[src/rtl/rr_arb_4_1.sv]
// Four-source round-robin arbiter feeding a one-word output register; 1-cycle latency.
// Backpressure: a held word with out_ready low blocks every source; drain and reload may share an edge.
module rr_arb_4_1 #(
  parameter int W = 4
) (
  input  logic         clk,
  input  logic         rst,
  input  logic [3:0]   in_valid,
  output logic [3:0]   in_ready,
  input  logic [W-1:0] d0,
  input  logic [W-1:0] d1,
  input  logic [W-1:0] d2,
  input  logic [W-1:0] d3,
  output logic [1:0]   sel,
  output logic         out_valid,
  input  logic         out_ready,
  output logic [W-1:0] out_data
);

  typedef enum logic {EMPTY = 1'b0, FULL = 1'b1} state_t;

  state_t         state_q;
  logic [1:0]     ptr_q;
  logic [1:0]     sel_q;
  logic [W-1:0]   data_q;

  logic           load_ok;
  logic           grant_vld;
  logic [1:0]     grant_idx;
  logic [1:0]     scan_idx;
  logic           accept;
  logic [W-1:0]   data_d;
  logic [1:0]     ptr_d;

  assign load_ok = (state_q == EMPTY) || out_ready;

  // Scan from the farthest offset back to ptr so the nearest valid source wins.
  always_comb begin
    grant_vld = 1'b0;
    grant_idx = ptr_q;
    scan_idx  = ptr_q;
    for (int k = 3; k >= 0; k--) begin
      scan_idx = ptr_q + 2'(k);
      if (in_valid[scan_idx]) begin
        grant_vld = 1'b1;
        grant_idx = scan_idx;
      end
    end
  end

  assign accept   = load_ok && grant_vld && !rst;
  assign in_ready = accept ? (4'b0001 << grant_idx) : 4'b0000;
  assign ptr_d    = grant_idx + 2'd1;

  always_comb begin
    data_d = d0;
    case (grant_idx)
      2'd0: data_d = d0;
      2'd1: data_d = d1;
      2'd2: data_d = d2;
      2'd3: data_d = d3;
      default: data_d = d0;
    endcase
  end

  always_ff @(posedge clk) begin
    if (rst) begin
      state_q <= EMPTY;
      ptr_q   <= 2'd0;
      sel_q   <= 2'd0;
      data_q  <= '0;
    end else if (accept) begin
      state_q <= FULL;
      ptr_q   <= ptr_d;
      sel_q   <= grant_idx;
      data_q  <= data_d;
    end else if (state_q == FULL && out_ready) begin
      state_q <= EMPTY;
    end
  end

  assign out_valid = (state_q == FULL);
  assign out_data  = data_q;
  assign sel       = sel_q;

endmodule
[config.mk]
export PLATFORM = sky130hd
export DESIGN_NAME = rr_arb_4_1
export DESIGN_NICKNAME = d
export VERILOG_FILES = /design/src/rtl/rr_arb_4_1.sv
export SDC_FILE = /design/constraint.sdc
export NUM_CORES = 1
export LEC_CHECK = 0
export CAP_MARGIN = 10
export CORE_MARGIN = 1.5
export CORE_UTILIZATION = 39
export CTS_CLUSTER_SIZE = 8
export DETAILED_ROUTE_END_ITERATION = 8
export HOLD_SLACK_MARGIN = 0.08
export MAX_ROUTING_LAYER = met4
export PLACE_DENSITY = 0.85
export SLEW_MARGIN = 20
export SYNTH_ARGS = -nofsm -noshare
export SYNTH_HDL_FRONTEND = slang
export SYNTH_SLANG_ARGS = --single-unit
export TNS_END_PERCENT = 100
[constraint.sdc]
create_clock -name clk -period 4.2 [get_ports clk]
set_input_delay 0.63 -clock clk [delete_from_list [all_inputs] [get_ports clk]]
set_output_delay 0.63 -clock clk [all_outputs]
set_load 0.05 [all_outputs]
==> results by group <==
Run status
  • Status: finished clean

Drt
  • Routed wirelength normalized by instance count: ~14 um
  • Routed Antenna Nets: 0
  • Routed Wire Length: 1630 um
  • Via-per-instance ratio: 5.63
  • Post-route DRC: 0
  • Drt initial violations: 40
  • Vias post-DR: between 600 and 700
  • Pre-Repair DR Iteration Count: 4

Clock tree
  • Sink count of the clock tree: 9
  • Clock-pin transition on the worst setup and hold timing paths: 70 ps
  • Max H-tree Level: 1
  • Maximum buffer depth of the clock tree: 2
  • CTS root buffer: clkbuf_4
  • Buffer count from post-CTS setup fixing: 0
  • Total clock buffers created by CTS: 3
  • Latest clock arrival within the worst-skew pair: ~260 ps
  • Resized cells post-CTS: 0
  • TritonCTS clock tree: done
  • Hold-fix buffers at CTS: 0

Power and ir drop
  • Combinational cell fraction of total power: 0.448
  • Internal portion of total power: roughly 190 uW
  • Switching part of the total: 0.379
  • Net switching power of the design: ~120 uW
  • Clk pwr share: 0.224
  • Leak Pwr: 0.369 nW
  • Maximum resistive drop on vdd: 0.165 mV
  • Proportion of power drawn by flip-flops and latches: 0.328
  • Power per cell area: between 300 and 400 nW/um^2

GRT
  • Global routing usage summed across all routing layers: 0.191
  • Number of global-route vias before repair: 605
  • Initial antenna violation count: 0
  • First-pass GRT wire length: about 2600 um
  • Leftover overflow at the end of global routing: 0
  • Maximum number of pins on one net before global-route repair: 12

STA
  • Final critical-path required period: roughly 3800 ps
  • Setup violations, final: 0
  • Final Hold Vio Count: 0
  • Achievable Freq: 0.262 GHz
  • Ratio of final minimum period to clock period: 0.907
  • Max-Slew Margin vs Limit: 0.507
  • Setup repair after global routing missed its margin: no
  • Slew of the pin with the lowest slew margin: slightly above 700 ps
  • Post-route clock skew: between 3 and 4 ps
  • Post-route setup TNS: 0 ps
  • Slew Limit Fails: 0

Final layout
  • Utilization after layout: 0.701
  • Commonest non-fill, non-tap cell in the layout: clkdlybuf4s50_1
  • Nets@finish: approximately 130
  • Growth of design area from synthesis to finish: 60.0%
  • Commonest cells after routing, fill and taps aside: 33 x clkdlybuf4s50_1, 9 x dfxtp_1, 8 x nand2_1, 5 x nor2b_1, 5 x ha_1
  • Diode count: 0
  • Ratio of cells with drive above 1 in the final layout: 0.0571
  • Layout filler cell count: 110

Synth
  • Area share of the leading cell type in the synthesized netlist: 0.301
  • Yosys reg bits: 9
  • Part of the Yosys area used for sequential elements: 0.301
  • Number of unique standard cell types used by synthesis: 26
  • Synth area leader: dfxtp_1
  • Syn Area/Cell: approximately 8.5 sq um
  • Netlist area before placement: around 600 sq um
  • Synth area leaders: dfxtp_1 30%, ha_1 10%, a222oi_1 6.7%, nor2b_1 5.2%, nand2_1 5.0%
  • Mapped Nets: 98
  • Number of instances in the synthesized netlist: 70
  • Number of warning messages in the yosys log: 0

Placement
  • HPWL Detailed: 1280 um
  • # port buffers: 33
  • Final weighted congestion of routability-driven global placement: 0.831

Hold path
  • Path type of the worst min-delay path: register to register

Setup path
  • CP max stage cell: clkdlybuf4s50_1
  • Data arrival at the endpoint of the critical path: ~3200 ps
  • Setup crit end kind: output port
  • Maximum fanout count along the critical path: 6
  • Crit path top cell by count: clkdlybuf4s50_1
  • Startpoint Class: primary input
  • Critical path cell sequence: clkdlybuf4s50_1 > nor3_1 > o311ai_1 > ha_1 > and2_1 > clkdlybuf4s50_1
  • Highest cell delay on the worst timing path: 790 ps
  • Data required, critical path: about 3600 ps
  • CP Class: primary input to output port

Floorplan
  • Core area: 1370 sq um
  • Vertical die dimension: between 40 and 50 um
  • Horizontal die dimension: between 40 and 50 um
  • Num ports: 34
  • Overall die area: ~1800 sq um
  • Total number of placement rows: 13
  • Initial core utilization: 0.438

Run
  • Reported max-cap violation count: 0
-- through the flow --
step / setup WS (ps) / std cells / area (sq um) / hold slack [ps] / total power, mW
global route: 279 / 120 / 957 / 484 / 0.321
floorplan: 1660 / 70 / 598 / 517 / 0.186
finish: 390 / 120 / 957 / 460 / 0.304
detailed placement: 383 / 116 / 931 / 455 / 0.237
global placement: 458 / 116 / 931 / 444 / 0.234
CTS: 400 / 120 / 957 / 465 / 0.307
-- kinds of logic after synthesis --
family / count (synthesis) / synth area share
flip-flops: 9 / 0.301
buffers and inverters: 6 / 0.0523
AO/OA/AOI/OAI: 23 / 0.278
adder cells (fa/ha/maj): 5 / 0.105
AND/OR/NAND/NOR: 27 / 0.264
-- power groups by stage --
| stage | clock (mW) | combinational [mW] | sequential, mW |
|---|---|---|---|
| floorplan | 0 | 0.0607 | 0.125 |
| global placement | 0 | 0.132 | 0.101 |
| detailed placement | 0 | 0.135 | 0.102 |
| CTS | 0.0710 | 0.136 | 0.0996 |
| global route | 0.0750 | 0.145 | 0.101 |
| finish | 0.0682 | 0.136 | 0.0996 |
-- synth_stat cells (all sizes together) --
library cell	n
nor2	2
nand3b	3
ha	5
a211oi	1
o211ai	4
o21bai	1
o311ai	1
o31a	1
o21ai	4
or3	1
dfxtp	9
a21oi	5
nor3	2
inv	4
o31ai	1
and2	4
nor2b	5
o21a	1
buf	2
and2b	1
nor4	1
nand2	8
a222oi	4
-- final cells by class --
type / instances / area [sq um] / share of cell area
Multi-Input combinational cell: 55 / 387 / 0.404
Tap cell: 15 / 18.8 / 0.0196
Timing Repair Buffer: 33 / 330 / 0.345
Clock buffer: 4 / 26.3 / 0.0275
Sequential cell: 9 / 180 / 0.188
Inverter: 4 / 15.0 / 0.0157
-- registers in the layout, summed over array words and instances (netlist names) --
signal     cells
out_valid      1
ptr_q          2
out_data       4
sel            2
-- metal layers --
metal / global-route usage / share of wire / vias to the layer above
li1: - / - / 328
met1: 0.216 / 0.41 / 311
met2: 0.326 / 0.49 / 36
met3: 0.0647 / 0.10 / 0
met4: 0.0375 / 0 / 0
met5: - / 0 / -
-- worst max-delay path: cells and delay by family --
| family | cells | cell delay [ps] |
|---|---|---|
| buf+inv | 2 | 1340 |
| compound gates | 1 | 610 |
| fa+ha+maj | 1 | 370 |
| simple gates | 2 | 220 |
-- path summary, 6_finish.rpt --
check / start / to / slack (ps) / depth (start not counted)
worst min-delay path: out_data[0]$_SDFFE_PP0P_ / out_data[0]$_SDFFE_PP0P_ / 460 / 2
worst min register to register: out_data[0]$_SDFFE_PP0P_ / out_data[0]$_SDFFE_PP0P_ / 460 / 2
worst max-delay path: in_valid[2] / in_ready[2] / 390 / 6
worst max register to register: ptr_q[0]$_SDFFE_PP0P_ / out_data[3]$_SDFFE_PP0P_ / 1870 / 9
Note: power is estimated with default switching activity, not from simulation.
